**src/rtl/step_motor_pkg.sv**
```systemverilog
// rtl/step_motor_pkg.sv - shared state encoding, phase table and speed-shift width for the stepper sequencer
package step_motor_pkg;

    typedef enum logic [1:0] {
        ST_IDLE = 2'd0,
        ST_RUN  = 2'd1,
        ST_HOLD = 2'd2
    } motor_state_e;

    // Width of the speed field; the step period is DIV_BASE shifted right by it
    localparam int SPEED_W = 2;

    // Coil pattern {A,B,C,D}: even entries drive one coil, odd entries drive two
    localparam logic [3:0] PHASE_TABLE [8] = '{
        4'b1000, 4'b1100, 4'b0100, 4'b0110,
        4'b0010, 4'b0011, 4'b0001, 4'b1001
    };

endpackage

```
**src/rtl/step_rate_gen.sv**
```systemverilog
// rtl/step_rate_gen.sv - step period divider with restart input and one-cycle tick output
module step_rate_gen
    import step_motor_pkg::*;
#(
    parameter int DIV_BASE = 1000
) (
    input  logic               new_clk,
    input  logic               rst,
    input  logic               enable,
    input  logic               restart,
    input  logic [SPEED_W-1:0] speed,
    output logic               tick
);

    localparam int DIV_W = $clog2(DIV_BASE);

    logic [DIV_W-1:0]   div_q, div_d;
    logic [SPEED_W-1:0] speed_q, speed_d;
    logic [DIV_W-1:0]   period_m1;

    // Count up to period-1; speed is latched only at a period boundary so a
    // mid-period change stretches nothing already in flight
    always_comb begin
        period_m1 = DIV_W'((DIV_BASE >> speed_q) - 1);
        tick      = enable && (div_q == period_m1);
        div_d     = div_q;
        speed_d   = speed_q;
        if (restart || tick) begin
            div_d   = '0;
            speed_d = speed;
        end else if (enable) begin
            div_d = div_q + DIV_W'(1);
        end
    end

    // Divider and latched speed registers
    always_ff @(posedge new_clk) begin
        if (rst) begin
            div_q   <= '0;
            speed_q <= '0;
        end else begin
            div_q   <= div_d;
            speed_q <= speed_d;
        end
    end

endmodule

```
**src/rtl/step_motor_sequencer.sv**
```systemverilog
// rtl/step_motor_sequencer.sv - stepper coil sequencer (IDLE/RUN/HOLD); STEP_COUNT_EN adds signed pos counter
module step_motor_sequencer
    import step_motor_pkg::*;
#(
    parameter int DIV_BASE   = 1000,
    parameter int HOLD_TICKS = 4
) (
    input  logic               new_clk,
    input  logic               rst,
    input  logic               run,
    input  logic               dir,
    input  logic               half_step,
    input  logic [SPEED_W-1:0] speed,
    output logic [3:0]         phase,
    output logic               step_pulse,
    output logic               busy
`ifdef STEP_COUNT_EN
    ,
    output logic signed [15:0] pos
`endif
);

    localparam int HOLD_W = (HOLD_TICKS > 1) ? $clog2(HOLD_TICKS) : 1;
    localparam logic [HOLD_W-1:0] HOLD_LAST = HOLD_W'(HOLD_TICKS - 1);

    motor_state_e      state_q, state_d;
    logic [2:0]        idx_q, idx_d;
    logic [HOLD_W-1:0] hold_q, hold_d;
    logic              step_pulse_q, step_pulse_d;
    logic              tick;
    logic              restart;
    logic [2:0]        step_amt;

    step_rate_gen #(
        .DIV_BASE (DIV_BASE)
    ) u_rate (
        .new_clk (new_clk),
        .rst     (rst),
        .enable  (state_q != ST_IDLE),
        .restart (restart),
        .speed   (speed),
        .tick    (tick)
    );

    // Full mode from a single-coil entry moves one slot to realign onto two-coil entries
    always_comb begin
        step_amt = (half_step || !idx_q[0]) ? 3'd1 : 3'd2;
    end

`ifdef STEP_COUNT_EN
    logic signed [15:0] pos_q, pos_d;
    logic signed [16:0] pos_sum;

    // Next position with saturation at the 16-bit signed limits
    always_comb begin
        pos_sum = {pos_q[15], pos_q} +
                  (dir ? $signed({14'd0, step_amt}) : -$signed({14'd0, step_amt}));
        pos_d = pos_q;
        if (state_q == ST_RUN && tick) begin
            if (pos_sum > 17'sd32767) begin
                pos_d = 16'sh7fff;
            end else if (pos_sum < -17'sd32768) begin
                pos_d = -16'sh8000;
            end else begin
                pos_d = pos_sum[15:0];
            end
        end
    end

    // Position register
    always_ff @(posedge new_clk) begin
        if (rst) begin
            pos_q <= '0;
        end else begin
            pos_q <= pos_d;
        end
    end

    assign pos = pos_q;
`endif

    // Next state: a tick coinciding with run low still steps before holding
    always_comb begin
        state_d      = state_q;
        idx_d        = idx_q;
        hold_d       = hold_q;
        step_pulse_d = 1'b0;
        restart      = 1'b0;
        case (state_q)
            ST_IDLE: begin
                if (run) begin
                    state_d = ST_RUN;
                    restart = 1'b1;
                end
            end
            ST_RUN: begin
                if (tick) begin
                    idx_d        = dir ? (idx_q + step_amt) : (idx_q - step_amt);
                    step_pulse_d = 1'b1;
                end
                if (!run) begin
                    state_d = ST_HOLD;
                    hold_d  = '0;
                    restart = 1'b1;
                end
            end
            ST_HOLD: begin
                if (run) begin
                    state_d = ST_RUN;
                    restart = 1'b1;
                end else if (tick) begin
                    if (hold_q == HOLD_LAST) begin
                        state_d = ST_IDLE;
                        hold_d  = '0;
                    end else begin
                        hold_d = hold_q + HOLD_W'(1);
                    end
                end
            end
            default: begin
                state_d = ST_IDLE;
            end
        endcase
    end

    // State, index, hold count and strobe registers
    always_ff @(posedge new_clk) begin
        if (rst) begin
            state_q      <= ST_IDLE;
            idx_q        <= 3'd1;
            hold_q       <= '0;
            step_pulse_q <= 1'b0;
        end else begin
            state_q      <= state_d;
            idx_q        <= idx_d;
            hold_q       <= hold_d;
            step_pulse_q <= step_pulse_d;
        end
    end

    assign phase      = (state_q == ST_IDLE) ? 4'b0000 : PHASE_TABLE[idx_q];
    assign step_pulse = step_pulse_q;
    assign busy       = (state_q != ST_IDLE);

endmodule

```
**config.mk**
```make
export PLATFORM = sky130hd
export DESIGN_NAME = step_motor_sequencer
export DESIGN_NICKNAME = d
export VERILOG_FILES = /design/src/rtl/step_motor_pkg.sv /design/src/rtl/step_rate_gen.sv /design/src/rtl/step_motor_sequencer.sv
export SDC_FILE = /design/constraint.sdc
export NUM_CORES = 1
export LEC_CHECK = 0
export BUFFER_PORTS_ARGS = -buffer_cell sky130_fd_sc_hd__buf_4
export CAP_MARGIN = 15
export CORE_ASPECT_RATIO = 1.75
export CORE_MARGIN = 2
export CORE_UTILIZATION = 40
export DETAILED_ROUTE_END_ITERATION = 12
export PLACE_DENSITY = 0.59
export SYNTH_ARGS = -nofsm -noshare
export SYNTH_HDL_FRONTEND = slang
export SYNTH_SLANG_ARGS = --single-unit
```
**constraint.sdc**
```tcl
create_clock -name new_clk -period 2.45 [get_ports new_clk]
set_input_delay 0.49 -clock new_clk [delete_from_list [all_inputs] [get_ports new_clk]]
set_output_delay 0.49 -clock new_clk [all_outputs]
set_load 0.01 [all_outputs]
```
Word level (Yosys, flattened, before mapping)
Memory sizes are Yosys's and may differ from the RTL's.
Index checks and enable logic that the tools add are counted.
{"block": "word_totals", "regBits": 20, "mem_bits_ro": 32, "inputBits": 7, "out_inout_bits": 6, "elab_cells": 59, "mem_count": 1}
{"name": "(no name shown)", "depth": 8, "width": 4, "rd": 1, "rd_clocked_by_memory_dff": 0, "wr": 0, "line": "step_motor_sequencer.sv:141", "text": "assign phase = (state_q == ST_IDLE) ? 4'b0000 : PHASE_TABLE[idx_q];"}
{"block": "classes", "n_addsub": 5, "order_cmp": 1, "eq_ne": 10, "shifts": 1, "mux": 20, "bitwise_logic": 2, "n_reduce_logical": 13}
{"op": "$mux 2", "count": 10}
{"op": "$mux 4", "count": 3}
{"op": "$add 10x1->10 const B", "count": 1}
{"op": "$eq 10x10->1", "count": 1}
{"op": "$shr 10x2->10 const A", "count": 1}
{"op": "$sub 10x2->10 const B", "count": 1}
{"op": "$ne 2x2->1 const B", "count": 4}
{"op": "$reduce_and 4->1", "count": 2}
{"op": "$ne 3x3->1 const B", "count": 2}
{"op": "$pmux 2 s3", "count": 1}
{"op": "$reduce_or 2->1", "count": 3}
{"op": "$eq 2x2->1 const B", "count": 2}
{"op": "$ge 4x4->1 const B", "count": 1}
{"op": "$not 3->4", "count": 1}
{"op": "$pmux 2 s2", "count": 1}
{"op": "$reduce_bool 2->1", "count": 2}
{"op": "$add 3x2->3", "count": 1}
{"op": "$mux 1", "count": 3}
{"op": "$mux 3", "count": 1}
{"op": "$sub 3x2->3", "count": 1}
{"op": "$add 2x1->2 const B", "count": 1}
{"op": "$eq 2x1->1 const B", "count": 1}
{"op": "$logic_not 2->1", "count": 1}
{"op": "$logic_or 1x1->1", "count": 2}
{"op": "other kinds (5)", "count": 5}

Depth between registers and ports, before layout
{"block": "logic_depth", "word_depth": 7, "depth_mapped": 9, "ltp_nobuf": 7}

Cells and area by module
A second synthesis with hierarchy kept.
{"block": "hier_totals", "hier_cells": 139, "area_unflattened_um2": 1217.4}
{"module": "step_rate_gen", "instances": 1, "cells_each": 85, "area_per_inst_um2": 740.7, "seq_area_each_um2": 240.2}
{"module": "step_motor_sequencer", "instances": 1, "cells_each": 54, "area_per_inst_um2": 476.7, "seq_area_each_um2": 160.2}

Worst setup path before layout
OpenSTA, ideal clock, no wires.
{"block": "synth_timing", "path_type": "register -> register", "from": "register u_rate.speed_q[1]", "to": "register hold_q[0]", "setup_time_ns": 0.091, "t_arrival_ns": 2.198, "t_required_ns": 2.359, "setup_slack_ns": 0.161, "stages_incl_launch_ff": 10, "n_path_buf": 2, "period_less_slack_ns": 2.289, "cell_sequence": "dfxtp_1 inv_1 ha_1 a21bo_1 a2111o_1 a2111oi_2 buf_4 buf_12 a21oi_1 a311oi_1"}
{"block": "synth_between", "elab_chain_cells": 6}
{"element": "start: declaration", "line": "step_rate_gen.sv:18", "text": "logic [SPEED_W-1:0] speed_q, speed_d;"}
{"element": "start signal: assignment", "line": "step_rate_gen.sv:43", "text": "speed_q <= speed_d;"}
{"element": "$shr 10x2->10", "line": "step_rate_gen.sv:24", "text": "period_m1 = DIV_W'((DIV_BASE >> speed_q) - 1);"}
{"element": "$sub 10x2->10", "line": "step_rate_gen.sv:24"}
{"element": "$eq 10x10->1", "line": "step_rate_gen.sv:25", "text": "tick = enable && (div_q == period_m1);"}
{"element": "$logic_and 1x1->1", "line": "step_rate_gen.sv:25"}
{"element": "$ne 2x2->1 (no line)"}
{"element": "$reduce_and 4->1 (no line)"}
{"element": "end signal: assignment", "line": "step_motor_sequencer.sv:136", "text": "hold_q <= hold_d;"}
{"element": "end: declaration", "line": "step_motor_sequencer.sv:28", "text": "logic [HOLD_W-1:0] hold_q, hold_d;"}
Every way passes these cells.
A chain may end at the register's enable or synchronous reset.

Final worst setup path
{"block": "layout_timing", "from": "register u_rate.speed_q[0]", "to": "register u_rate.div_q[5]"}
{"block": "layout_between", "elab_chain_cells": 6}
{"element": "$shr 10x2->10", "line": "step_rate_gen.sv:24"}
{"element": "$sub 10x2->10", "line": "step_rate_gen.sv:24"}
{"element": "$eq 10x10->1", "line": "step_rate_gen.sv:25"}
{"element": "$logic_and 1x1->1", "line": "step_rate_gen.sv:25"}
{"element": "$logic_or 1x1->1", "line": "step_rate_gen.sv:28", "text": "if (restart || tick) begin"}
{"element": "$reduce_or 2->1 (no line)"}
{"element": "end signal: assignment", "line": "step_rate_gen.sv:42", "text": "div_q <= div_d;"}
{"element": "end: declaration", "line": "step_rate_gen.sv:17", "text": "logic [DIV_W-1:0] div_q, div_d;"}
Every way passes these cells.

==> results.txt <==
Post-synthesis sequential area ratio -> 31.97%
Yosys Warn Count -> 0
Total negative slack -> 0 ns
Later-pin clock latency in the skew report -> 0.26 ns
Commonest cells after routing, fill and taps aside -> dfxtp_1 (19), nand2_1 (15), buf_4 (14)
Setup bufs post-CTS -> 0
Avg WL per Cell -> 13.33 um
Finished Cell Area -> 1475 um2
HPWL Detailed -> 2048 um
Post-Synth Adder-Cell Area -> 9.590%
Leakage -> 0.5844 nW
WP data required -> 2.61 ns
Max clock buf depth -> 2
PwrDens -> 462.3 nW/um2
Rel. slew slack -> 61.28%
Slowest cell on the critical path -> a2111oi_4
Buffers on Ports -> 12
Largest net degree at the start of global routing -> 21
Critical Path AT -> 2.50 ns
CP top delay family -> compound AO/OA/AOI/OAI gates
Layout cells sized above 1 -> 22.78%
Total track usage -> 16.34%
DR vias -> 1054
Worst clock skew -> 0.004973 ns
Max Slew Vio Count -> 0
Final wirelength -> 2665 um
Post-route ant nets -> 0
Xor and xnor area share after synthesis -> 9.790%
Vias in the first global route -> 1049
Outcome -> complete, no violations
Total Nets Final -> 175
Power Total -> 0.6820 mW
Finished Core Util -> 49.83%
Synth cell types -> 42
Dpl cell area -> 1379 um2
Clock slew at reported path FFs -> 0.08 ns
Critical-path cell list -> inv_1 > ha_1 > a21bo_1 > a2111o_1 > a2111oi_4 > clkdlybuf4s15_2 > a21o_2 > nor2_1
Max Fclk -> 426.6 MHz
DRT iter0 DRCs -> 13
Worst-path fanout max -> 5
H-tree Lvls -> 1
Multiplexer share of the synthesized area -> 4.895%
CTS Hold Bufs -> 0
Hold Crit Depth -> 2
Hold EP -> state_q[0]
Aggregate global routing overflow -> 0
GR Layer Usage met2 -> 29.44%
Final Cycle Share -> 95.69%
Fin. Hold Viols -> 0
Crit path kind -> reg2reg
CTS root buf -> clkbuf_8
Die width -> 46.30 um
Die area -> 3613 um2
CTS tree -> built
R2R depth -> 8
Crit path time final -> 2.344 ns
Boundary Pins -> 13
Compound-Gate Fraction of Synth Area -> 15.28%
R2R Setup Slk -> 0.11 ns
DRT Pass-1 Iters -> 4
Yosys reg bits -> 20
Post-DR vias/cell -> 5.270
PostCTS Resize Cnt -> 0
Initial antenna violation count -> 0
Standard-cell row count -> 26
Crit-path max cell delay -> 0.41 ns
TritonCTS Sinks -> 20
Max Cap Viol -> 0
Syn nets -> 157
RSZ-0062 raised after global routing -> false
Worst Tran Pin Value -> 0.5802 ns
GR peak layer -> met2
Setup Viol. Count Final -> 0
RR Endpoint -> u_rate.div_q[5]
Post-synthesis simple-gate area fraction -> 23.28%
Gpl congestion -> 0.7886
Layout area overhead -> 17.78%
CP bufs+invs -> 2
Largest family of logic cells by synthesized area -> simple AND/OR/NAND/NOR gates
Starting density of the core -> 42.31%
ANT cells -> 0
Crit end category -> register
CTS buffer count -> 3
Post-Syn Area -> 1252 um2
Class of the tightest hold or removal check -> in2reg
Max IR drop VDD -> 0.0003992 V
Core area -> 2960 um2
Type of origin of the critical path -> register
Die Ht -> 78.03 um
GR Layer Usage met1 -> 16.62%
R2r startpoint -> u_rate.speed_q[0]
Fillers -> 290
First-pass GRT wire length -> 4429 um
Leading cell type in the layout, fill and taps excluded -> dfxtp_1
Met3 GRT Util -> 2.989%
Gate Count Post-Synth -> 141
Worst hold path startpoint -> rst
DRC -> 0
Post-Syn Area per Cell -> 8.883 um2
through the flow:
stage / hold slack [ns] / instances / setup slack [ns]
6_report: 0.4338 / 200 / 0.1056
5_1_grt: 0.4382 / 200 / 0.001659
4_1_cts: 0.4324 / 198 / 0.05061
3_5_place_dp: 0.4969 / 194 / 0.08324
3_3_place_gp: 0.4901 / 194 / 0.1344
2_1_floorplan: 0.4622 / 141 / 0.1614
cell families (layout without fill, tap and decap cells):
group | count (synthesis) | in the layout
xor gates and xnor gates | 14 | 14
AOI/OAI and AO/OA | 26 | 26
buffers and inverters | 12 | 29
and+or+nand+nor | 54 | 54
adders and majority gates | 9 | 9
DFF | 20 | 20
muxes | 6 | 6
sequential cells by signal (all words and copies together), names as in the netlist:
name and cells:
u_rate.div_q 10, idx_q 3, u_rate.speed_q 2, step_pulse 1, state_q 2, hold_q 2
Yosys cell counts (all sizes together):
master / count / share of area, %
dfxtp: 20 / 32
nand2: 15 / 4.5
nor2: 9 / 2.7
xor2: 9 / 6.3
ha: 8 / 8.0
inv: 8 / 2.4
a21oi: 6 / 2.4
a31oi: 5 / 2.5
mux2i: 5 / 4.0
xnor2: 5 / 3.5
nand3: 4 / 1.6
nor3: 4 / 1.6
a211oi: 3 / 1.8
and2: 3 / 1.7
nand3b: 3 / 1.8
nand4: 3 / 1.5
a21boi: 2 / 1.2
a311oi: 2 / 1.4
and3: 2 / 1.2
buf: 2 / 2.2
nand2b: 2 / 1.0
nor2b: 2 / 1.0
or4: 2 / 1.4
a2111o: 1 / 0.90
a2111oi: 1 / 1.2
a21bo: 1 / 0.80
a21o: 1 / 0.70
a2bb2oi: 1 / 0.70
a31o: 1 / 0.70
and2b: 1 / 0.60
clkbuf: 1 / 0.30
clkinv: 1 / 0.30
fa: 1 / 1.6
mux2: 1 / 0.90
nor3b: 1 / 0.60
o211ai: 1 / 0.60
o21ai: 1 / 0.40
or3: 1 / 0.60
or3b: 1 / 0.70
or4b: 1 / 0.80
power by group:
group / internal, mW / switching (mW)
combinational: 0.0399 / 0.0533
clock: 0.143 / 0.111
sequential: 0.330 / 0.00545
total: 0.513 / 0.169
cell type report:
type	count	area, um2	share of cell area (%)
Tap cell	42	52.55	3.562
Multi-Input combinational cell	109	808.3	54.79
Clock buffer	4	55.05	3.732
Timing Repair Buffer	16	121.4	8.227
Inverter	9	33.78	2.290
Sequential cell	20	404.1	27.40
worst register-to-register path, delay by kind of cell, from the launching register on:
| family | cells | cell delay [ns] |
|---|---|---|
| compound gates | 4 | 1.21 |
| fa+ha+maj | 1 | 0.23 |
| buf+inv | 2 | 0.38 |
| flops | 1 | 0.37 |
| simple gates | 1 | 0.06 |
worst max-delay path by stage:
stage                      start               to  slack, ns  cells after the start
2_1_floorplan  u_rate.speed_q[1]        hold_q[0]       0.16                      9
3_3_place_gp   u_rate.speed_q[0]        hold_q[0]       0.13                      8
3_5_place_dp   u_rate.speed_q[0]         idx_q[1]       0.08                      8
4_1_cts        u_rate.speed_q[0]         idx_q[1]       0.05                      8
5_1_grt        u_rate.speed_q[0]  u_rate.div_q[4]      0.002                      8
6_report       u_rate.speed_q[0]  u_rate.div_q[5]       0.11                      8
routing by layer:
layer / vias up / part of all wire (%)
li1: 531 / -
met4: 0 / 2.9
met1: 503 / 38
met3: 6 / 1.8
met2: 14 / 57
met5: - / 0
No activity file was read; power rests on OpenSTA's default activity.
